### src/rtl/mlp_pkg.sv
// Shared definitions for the MLP datapath: default widths, activation
// selection and the saturating narrow used by every requantizing stage.
package mlp_pkg;

  localparam int DATA_WIDTH_DEF = 8;
  localparam int S1_NUM_DEF     = 8;
  localparam int SAT_W          = 64;

  typedef enum logic [1:0] {
    ACT_IDENT = 2'd0,
    ACT_RELU  = 2'd1,
    ACT_LEAKY = 2'd2
  } act_mode_e;

  typedef struct packed {
    logic                    sat;
    logic signed [SAT_W-1:0] value;
  } sat_res_t;

  localparam logic signed [SAT_W-1:0] SAT_ONE = 1;

  // Clip a wide signed value into the signed range of out_w bits.
  function automatic sat_res_t sat_narrow(input logic signed [SAT_W-1:0] x,
                                          input int unsigned out_w);
    logic signed [SAT_W-1:0] hi;
    logic signed [SAT_W-1:0] lo;
    sat_res_t res;
    hi = (SAT_ONE <<< (out_w - 1)) - SAT_ONE;
    lo = -hi - SAT_ONE;
    res.sat   = 1'b0;
    res.value = x;
    if (x > hi) begin
      res.sat   = 1'b1;
      res.value = hi;
    end else if (x < lo) begin
      res.sat   = 1'b1;
      res.value = lo;
    end
    return res;
  endfunction

endpackage

### src/rtl/act_fifo.sv
// Synchronous FIFO whose head word and flags come straight from registers,
// so the consumer side never sees a combinational path from pop.
module act_fifo #(
  parameter  int WIDTH = 8,
  parameter  int DEPTH = 4,
  localparam int AW    = $clog2(DEPTH)
) (
  input  logic             clk,
  input  logic             reset,
  input  logic             push,
  input  logic [WIDTH-1:0] din,
  input  logic             pop,
  output logic [WIDTH-1:0] dout,
  output logic             full,
  output logic             empty,
  output logic [AW:0]      count
);

  logic [WIDTH-1:0] mem [DEPTH];
  logic [AW-1:0]    wr_ptr;
  logic [AW-1:0]    rd_ptr;
  logic [AW-1:0]    rd_next;
  logic [AW:0]      count_next;
  logic             push_ok;
  logic             pop_ok;
  logic [WIDTH-1:0] head_next;

  assign full    = (count == (AW+1)'(DEPTH));
  assign pop_ok  = pop && !empty;
  assign push_ok = push && (!full || pop_ok);
  assign rd_next = rd_ptr + AW'(pop_ok);
  // The new head bypasses memory when it is the word being written this edge.
  assign head_next = (push_ok && (wr_ptr == rd_next)) ? din : mem[rd_next];

  always_comb begin
    count_next = count;
    case ({push_ok, pop_ok})
      2'b10:   count_next = count + (AW+1)'(1);
      2'b01:   count_next = count - (AW+1)'(1);
      default: count_next = count;
    endcase
  end

  always_ff @(posedge clk) begin
    if (push_ok) mem[wr_ptr] <= din;
  end

  always_ff @(posedge clk) begin
    if (reset) begin
      wr_ptr <= '0;
      rd_ptr <= '0;
      count  <= '0;
      empty  <= 1'b1;
      dout   <= '0;
    end else begin
      if (push_ok) wr_ptr <= wr_ptr + AW'(1);
      rd_ptr <= rd_next;
      count  <= count_next;
      empty  <= (count_next == '0);
      if (count_next != '0) dout <= head_next;
    end
  end

endmodule

### src/rtl/neuron_activation.sv
// Post-accumulation neuron stage: bias add, activation, rounding requantize
// with saturation, then a small output FIFO with a drop/overflow flag.
module neuron_activation
  import mlp_pkg::*;
#(
  parameter  int DATA_WIDTH = DATA_WIDTH_DEF,
  parameter  int S1_NUM     = S1_NUM_DEF,
  parameter  int SHIFT      = 4,
  parameter  int ACT_MODE   = 1,
  parameter  int FIFO_DEPTH = 4,
  localparam int ACC_WIDTH  = 2*DATA_WIDTH + S1_NUM - 1
) (
  input  logic                         clk,
  input  logic                         reset,
  input  logic signed [ACC_WIDTH-1:0]  acc_in,
  input  logic                         acc_valid,
  input  logic signed [DATA_WIDTH-1:0] bias,
  output logic signed [DATA_WIDTH-1:0] out_data,
  output logic                         out_valid,
  input  logic                         out_ready,
  output logic                         sat_flag,
  output logic                         overflow
);

  localparam int        S1W   = ACC_WIDTH + 2;
  localparam int        CW    = $clog2(FIFO_DEPTH) + 1;
  localparam act_mode_e MODE  = act_mode_e'(ACT_MODE[1:0]);
  localparam logic signed [S1W:0] ROUND = (S1W+1)'((2**SHIFT) / 2);

  logic                    s1_valid;
  logic signed [S1W-1:0]   s1_sum;
  logic signed [S1W-1:0]   act_val;
  logic signed [S1W:0]     rnd_sum;
  logic signed [S1W:0]     rnd_shift;
  logic signed [SAT_W-1:0] r_wide;
  sat_res_t                narrowed;
  logic                    s2_valid;
  logic                    s2_sat;
  logic [DATA_WIDTH-1:0]   s2_data;
  logic                    fifo_full;
  logic                    fifo_empty;
  logic [CW-1:0]           fifo_count;
  logic                    pop_fire;

  // Bias is aligned to the accumulator's fractional point before the add.
  always_ff @(posedge clk) begin
    if (reset) begin
      s1_valid <= 1'b0;
    end else begin
      s1_valid <= acc_valid;
      if (acc_valid) s1_sum <= S1W'(acc_in) + (S1W'(bias) <<< SHIFT);
    end
  end

  always_comb begin
    act_val = s1_sum;
    case (MODE)
      ACT_RELU:  if (s1_sum[S1W-1]) act_val = '0;
      ACT_LEAKY: if (s1_sum[S1W-1]) act_val = s1_sum >>> 3;
      default:   act_val = s1_sum;
    endcase
  end

  assign rnd_sum   = (S1W+1)'(act_val) + ROUND;
  assign rnd_shift = rnd_sum >>> SHIFT;
  assign r_wide    = SAT_W'(rnd_shift);
  assign narrowed  = sat_narrow(r_wide, DATA_WIDTH);

  always_ff @(posedge clk) begin
    if (reset) begin
      s2_valid <= 1'b0;
      s2_sat   <= 1'b0;
    end else begin
      s2_valid <= s1_valid;
      if (s1_valid) begin
        s2_data <= DATA_WIDTH'(narrowed.value);
        s2_sat  <= narrowed.sat;
      end
    end
  end

  assign pop_fire  = !fifo_empty && out_ready;
  assign out_valid = (fifo_count != '0);

  act_fifo #(
    .WIDTH (DATA_WIDTH),
    .DEPTH (FIFO_DEPTH)
  ) u_fifo (
    .clk   (clk),
    .reset (reset),
    .push  (s2_valid),
    .din   (s2_data),
    .pop   (pop_fire),
    .dout  (out_data),
    .full  (fifo_full),
    .empty (fifo_empty),
    .count (fifo_count)
  );

  // A full FIFO still takes a result when the head leaves on the same edge.
  always_ff @(posedge clk) begin
    if (reset) begin
      sat_flag <= 1'b0;
      overflow <= 1'b0;
    end else begin
      sat_flag <= s2_valid && s2_sat && (!fifo_full || pop_fire);
      overflow <= overflow | (s2_valid && fifo_full && !pop_fire);
    end
  end

endmodule

### config.mk
export PLATFORM = sky130hd
export DESIGN_NAME = neuron_activation
export DESIGN_NICKNAME = d
export VERILOG_FILES = /design/src/rtl/mlp_pkg.sv /design/src/rtl/act_fifo.sv /design/src/rtl/neuron_activation.sv
export SDC_FILE = /design/constraint.sdc
export NUM_CORES = 1
export LEC_CHECK = 0
export CORE_MARGIN = 1
export CORE_UTILIZATION = 40
export CTS_BUF_LIST = sky130_fd_sc_hd__clkbuf_16
export DETAILED_ROUTE_END_ITERATION = 10
export HOLD_SLACK_MARGIN = 0.15
export PLACE_DENSITY = 0.67
export SLEW_MARGIN = 5
export SYNTH_ARGS = -nofsm -noshare
export SYNTH_HDL_FRONTEND = slang
export SYNTH_HIERARCHICAL = 1
export SYNTH_SLANG_ARGS = --single-unit
### constraint.sdc
create_clock -name clk -period 5.1 [get_ports clk]
set_input_delay 1.02 -clock clk [delete_from_list [all_inputs] [get_ports clk]]
set_output_delay 1.02 -clock clk [all_outputs]
set_load 0.02 [all_outputs]
# Word level (Yosys, flattened, before mapping)
# Memories as Yosys holds them, arrays and structs flattened. A register that Yosys moved wholly into a read port is not among the register bits.
# Index checks and enable logic that the tools add are counted.
[totals]
output_inout_bits = 11
register_bits = 46
ramBits = 32
elab_cells = 48
mem_count = 1
in_bits = 35
[classes]
reduce_logical = 17
n_eq_ne = 3
n_lt_le_gt_ge = 2
mux = 6
bitwise_logic = 2
add_sub_neg = 6
[mem_list]
columns = ["memory", "words", "word_bits", "rd", "rd_clocked_by_memory_dff", "wr", "line", "source"]
rows = [
  ["u_fifo.mem", 4, 8, 1, 1, 1, "act_fifo.sv:19", "logic [WIDTH-1:0] mem [DEPTH];"],
]
[op_table]
columns = ["op", "n"]
rows = [
  ["$mux W65", 2],
  ["$add A24 B4 Y25 const B", 1],
  ["$add A23 B12 Y24", 1],
  ["$mux W24", 1],
  ["$lt A22 B8 Y1 const B", 1],
  ["$gt A21 B7 Y1 const B", 1],
  ["$logic_and A1 B1 Y1", 7],
  ["$pmux W3 S2", 1],
  ["$reduce_bool A3 Y1", 2],
  ["$reduce_and A2 Y1", 2],
  ["$add A3 B1 Y3 const B", 1],
  ["$eq A3 B3 Y1 const B", 1],
  ["$logic_not A1 Y1", 3],
  ["$logic_not A3 Y1", 1],
  ["$sub A3 B1 Y3 const B", 1],
  ["$add A2 B1 Y2", 1],
  ["$add A2 B1 Y2 const B", 1],
  ["$eq A2 B1 Y1 const B", 1],
  ["$eq A2 B2 Y1 const B", 1],
  ["$logic_or A1 B1 Y1", 2],
  ["$mux W1", 2],
  ["$not A1 Y1", 1],
  ["$or A1 B1 Y1", 1],
]

# Depth between registers and ports, before layout
[depth]
depth_word = 8
ltp_mapped = 12
ltp_nobuf = 11

# By module
# Netlist, hierarchy kept.
[by_module_without_submodules]
columns = ["module", "cells_per_inst", "instances", "area_per_inst_um2", "seq_area_each_um2"]
rows = [
  ["neuron_activation", 245, 1, 2478.6, 970.9],
  ["act_fifo", 140, 1, 2194.6, 1281.2],
]

# Worst setup path before layout
# No wires, ideal clock.
[synth_path]
path_kind = "input port to flip-flop"
from = "input port out_ready"
to = "register u_fifo.dout[0], read port of u_fifo.mem"
path_slack_ns = 1.978
n_path_buf = 1
t_arrival_ns = 3.000
setup_ns = 0.122
path_stages = 12
t_required_ns = 4.978
path_cell_list = "nand2b_1 > inv_1 > nand2b_4 > inv_1 > nand2_1 > fa_1 > nor4b_1 > a211oi_1 > a211oi_2 > buf_2 > o21bai_1 > o311a_1"
[synth_between]
elab_chain_len = 7
word_cells_on_any_way = 9
cone_classes = "add/sub: 1; eq/ne: 2; mux: 1; reduce/logical: 5"
[synth_rtl]
columns = ["item", "line", "source"]
rows = [
  ["start: declaration", "neuron_activation.sv:20", "input logic out_ready,"],
  ["$logic_and A1 B1 Y1 (*)", "neuron_activation.sv:82", "assign pop_fire = !fifo_empty && out_ready;"],
  ["via pop_fire", "neuron_activation.sv:43", "logic pop_fire;"],
  ["$logic_and A1 B1 Y1 (*)", "act_fifo.sv:29", "assign pop_ok = pop && !empty;"],
  ["$logic_or A1 B1 Y1", "act_fifo.sv:30", "assign push_ok = push && (!full || pop_ok);"],
  ["$logic_and A1 B1 Y1", "act_fifo.sv:30", ""],
  ["$eq A2 B1 Y1 or $eq A2 B2 Y1 (tied branches)", "act_fifo.sv:37", "case ({push_ok, pop_ok})"],
  ["$pmux W3 S2", "act_fifo.sv:37", ""],
  ["$reduce_bool A3 Y1", "act_fifo.sv:60", "if (count_next != '0) dout <= head_next;"],
  ["end: declaration", "act_fifo.sv:13", "output logic [WIDTH-1:0] dout,"],
]
# The timed path passes the listed nets; every way through them passes the cells marked *.
# A chain may end at the register's enable or synchronous reset.

# Final worst setup path
[layout_path]
from = "input port acc_in[4]"
to = "register s1_sum[22] (data pin)"
[layout_between]
elab_chain_len = 1
[layout_rtl]
columns = ["item", "line", "source"]
rows = [
  ["start: declaration", "neuron_activation.sv:15", "input logic signed [ACC_WIDTH-1:0] acc_in,"],
  ["$add A23 B12 Y24", "neuron_activation.sv:51", "if (acc_valid) s1_sum <= S1W'(acc_in) + (S1W'(bias) <<< SHIFT);"],
  ["end signal: assignment", "neuron_activation.sv:51", ""],
  ["end: declaration", "neuron_activation.sv:31", "logic signed [S1W-1:0] s1_sum;"],
]
# No other way between the ends.

==> results by group <==
Clock network
  – Postcts setup bufs: 0
  – # clock sinks: 82
  – Clock latency on the worst-skew pair: between 0.3 and 0.4 ns
  – Clock Pin Slew Worst Setup and Hold Paths: ~0.060 ns
  – CTS tree: yes
  – Total CTS buffers: 9
  – Resize count post-CTS: 0
  – CTS H-tree depth: 3
  – Hold buffer count at cts: 0
  – Clk Tree Root Cell: clkbuf_16
  – Max Buffers Root-to-Sink: 2

Power
  – Pint: approximately 1.3 mW
  – Max IR drop VDD: around 0.25 mV
  – Pwr per Cell Area: about 310 mW/mm^2
  – Clock Power Share: 0.380
  – Gate power share: 0.165
  – Psw: roughly 0.42 mW
  – Leak: between 2 and 2.5 nW
  – Sw Ratio: 0.238
  – Sequential Power Share: 0.455

Critical path
  – Crit path cell chain: clkdlybuf4s50_1 -> ha_1 -> inv_1 -> fa_1 -> nor2b_1 -> nor4_1 -> nor4_1 -> o211ai_1 -> a21oi_1 -> or4_1 -> nand4_1
  – Startpoint Class: input port
  – Setup CP Type: input port to flip-flop
  – R2R Path Start: s1_sum[23]
  – Family with the most delay on the worst path: simple AND/OR/NAND/NOR gates
  – Critical-path top delay cell: nor4_1
  – Crit path largest cell delay: 0.59 ns
  – Crit path DAT: about 3.8 ns
  – Type of element capturing the critical path: flip-flop
  – Critical path depth: 11
  – FF-to-FF path depth: 9
  – Worst path bufs/invs: 2
  – Worst EP required: ~5.2 ns
  – Cell mode on critical path: nor4_1
  – FF-to-FF End: s2_data[1]
  – CP max FO: 3
  – Reg-to-reg slack, setup: around 2.3 ns

Yosys
  – Area contributors post-synth: edfxtp_1 (39%), dfxtp_1 (9.0%), ha_1 (6.7%)
  – Warnings from Yosys: 6
  – Synth Cell Area: approximately 0.0047 sq mm
  – Yosys top cell area share: 0.392
  – Yosys cell types: 69
  – Average cell area after synthesis: between 10 and 15 sq um
  – Asr flop ratio synth: 0
  – Mapped Cells: a little under 400
  – Yosys reg bits: approximately 80
  – EDFF count, synth: around 60
  – Post-synth top area cell: edfxtp_1
  – Synth Flop Type: edfxtp_1
  – Mapped Nets: around 450
  – Sequential fraction of the synthesis area: 0.482

Timing
  – Max-slew headroom: 0.537
  – Min cycle time layout: approximately 3.7 ns
  – Min Hold Slack: 0.478 ns
  – Clk_skew: between 0.01 and 0.015 ns
  – Tcrit/Tclk final: 0.723
  – # setup viols final: 0
  – Fin. Hold Viols: 0
  – Slew Limit Fails: 0
  – RSZ-0062 raised after global routing: false
  – Setup TNS: 0 ns
  – Measured slew at the worst slew-check pin: around 0.7 ns
  – Max frequency: approximately 270 MHz

Final layout
  – Fillers: between 1000 and 1500
  – ANT cells: 0
  – Post-route insts no fill: 582
  – Commonest non-fill, non-tap cell in the layout: edfxtp_1
  – Share of layout cells above drive strength 1: 0.114
  – Final core occ: 0.488
  – Nets: approximately 500
  – P&R area growth vs syn: 19.2%
  – Commonest cells after routing, fill and taps aside: edfxtp_1 (61), clkdlybuf4s50_1 (42), nor2_1 (30)

GRT
  – First-pass GRT wire length: between 10 and 15 mm
  – Vias in the first global route: approximately 3000
  – GRT Total Usage: 0.145
  – Initial antenna violation count: 0
  – Largest net degree at the start of global routing: 22
  – GRT Residual Overflow: 0

Drt
  – Routed Antenna Nets: 0
  – Via count: 3083
  – Via/cell ratio: between 5 and 6
  – Post-Route WL: 8.05 mm
  – Iter 0 DRT Violations: 70
  – Drt pass-1 iters: 4
  – DRC: 0
  – Wirelength per Cell: 13.8 um

Die
  – Starting Density: 0.409
  – Core ar.: between 0.01 and 0.015 sq mm
  – Top Ports: 46
  – Die W: around 110 um
  – Std-Cell Rows: 39
  – Die Area: roughly 0.012 sq mm
  – Die Y: 110 um

Place
  – PortBufs: between 40 and 50
  – Gpl congestion: slightly below 0.8
  – Dpl cells: roughly 570
  – Half-perimeter wire length after placement: slightly below 6 mm

Min path
  – Hold Path Sink: sat_flag
  – Worst min path class: flip-flop to flip-flop
  – Hold path depth: 2
  – Hold_sp: s2_sat

Run
  – Max Cap Viol: 0

Run status
  – Status: completed
## power groups by stage
stage,Clock [mW],Combinational (mW),Sequential [mW]
after floorplan,0,0.197,0.811
after global placement,0,0.280,0.806
after detailed placement,0,0.287,0.809
after CTS,0.680,0.289,0.795
after global routing,0.706,0.319,0.800
final,0.664,0.287,0.795
## stage by stage
| step | power [mW] | setup slack [ns] | instance area (sq um) |
|---|---|---|---|
| after floorplan | 1.01 | 1.98 | 4670 |
| after global placement | 1.09 | 1.20 | 5260 |
| after detailed placement | 1.10 | 1.12 | 5260 |
| after CTS | 1.76 | 1.46 | 5570 |
| after global routing | 1.83 | 1.26 | 5570 |
| final | 1.75 | 1.41 | 5570 |
## cell type report
type                       instances  area [sq um]  area share
clock buffer                       9           225      0.0404
clock inverter                     7          85.1      0.0153
inverter                          21          78.8      0.0142
multi-input combinational        276          2310       0.416
sequential                        82          2250       0.404
tap                              143           179      0.0321
timing repair buffer              44           435      0.0782
## kinds of logic (layout without fill, tap and decap cells)
| family | count (synthesis) | after routing | share of synthesized area |
|---|---|---|---|
| flip-flops | 82 | 82 | 0.482 |
| buffers and inverters | 27 | 81 | 0.0228 |
| other | 1 | 1 | 0.000802 |
| AO/OA/AOI/OAI | 83 | 83 | 0.134 |
| adder cells (fa/ha/maj) | 27 | 27 | 0.0755 |
| AND/OR/NAND/NOR | 120 | 120 | 0.156 |
| multiplexers | 19 | 19 | 0.0766 |
| XOR/XNOR | 26 | 26 | 0.0519 |
## synth_stat cells (2+ instances only)
master	n
a211o_1	2
a211oi_1	8
a211oi_2	2
a21boi_1	2
a21o_1	3
a21oi_1	11
a31oi_1	4
and2_1	3
and2_2	4
and3_1	3
buf_2	4
clkbuf_1	2
dfxtp_1	21
edfxtp_1	61
fa_1	2
ha_1	25
inv_1	20
mux2_4	8
mux2i_1	2
mux4_1	7
nand2_1	18
nand2b_1	4
nand3_1	7
nand4_1	6
nor2_1	30
nor2b_1	10
nor3_1	9
nor3b_1	2
nor4_1	5
nor4_2	3
o21a_1	5
o21ai_0	6
o21ai_1	10
o21bai_1	8
o311a_1	8
o31ai_1	2
o41ai_2	2
or3_1	3
xnor2_1	19
xor2_1	5
## registers in the layout, summed over array words and instances, names as in the netlist, 2 cells and up
register	count
u_fifo/wr_ptr	2
u_fifo/dout	8
s2_data	8
u_fifo/count	3
s1_sum	21
u_fifo/mem	32
u_fifo/rd_ptr	2
## worst max path at each step
| stage | start | to | slack (ns) |
|---|---|---|---|
| detailed placement | acc_in[4] | s1_sum[22] | 1.12 |
| global placement | acc_in[4] | s1_sum[22] | 1.20 |
| finish | acc_in[4] | s1_sum[22] | 1.41 |
| CTS | acc_in[4] | s1_sum[22] | 1.46 |
| global route | acc_in[4] | s1_sum[22] | 1.26 |
| floorplan | out_ready | u_fifo/dout[0] | 1.98 |
## worst reg2reg max path, stage by stage (launching register included)
cell and delay [ns]:
edfxtp_1 0.68, nor2b_1 0.11, ha_1 0.27, nand2_1 0.16, nor4_2 0.06, or3_2 0.46
a211oi_2 0.23, nand3_2 0.20, o31a_1 0.29, a2bb2oi_1 0.13
## per-layer routing
metal / wire length, um / vias up / global-route usage
met5: 0 / - / 0
met4: 76 / 0 / 0.0404
met1: 3560 / 1453 / 0.158
li1: - / 1572 / -
met3: 269 / 7 / 0.0370
met2: 4140 / 51 / 0.276
Power figures use the tool's default switching activity.
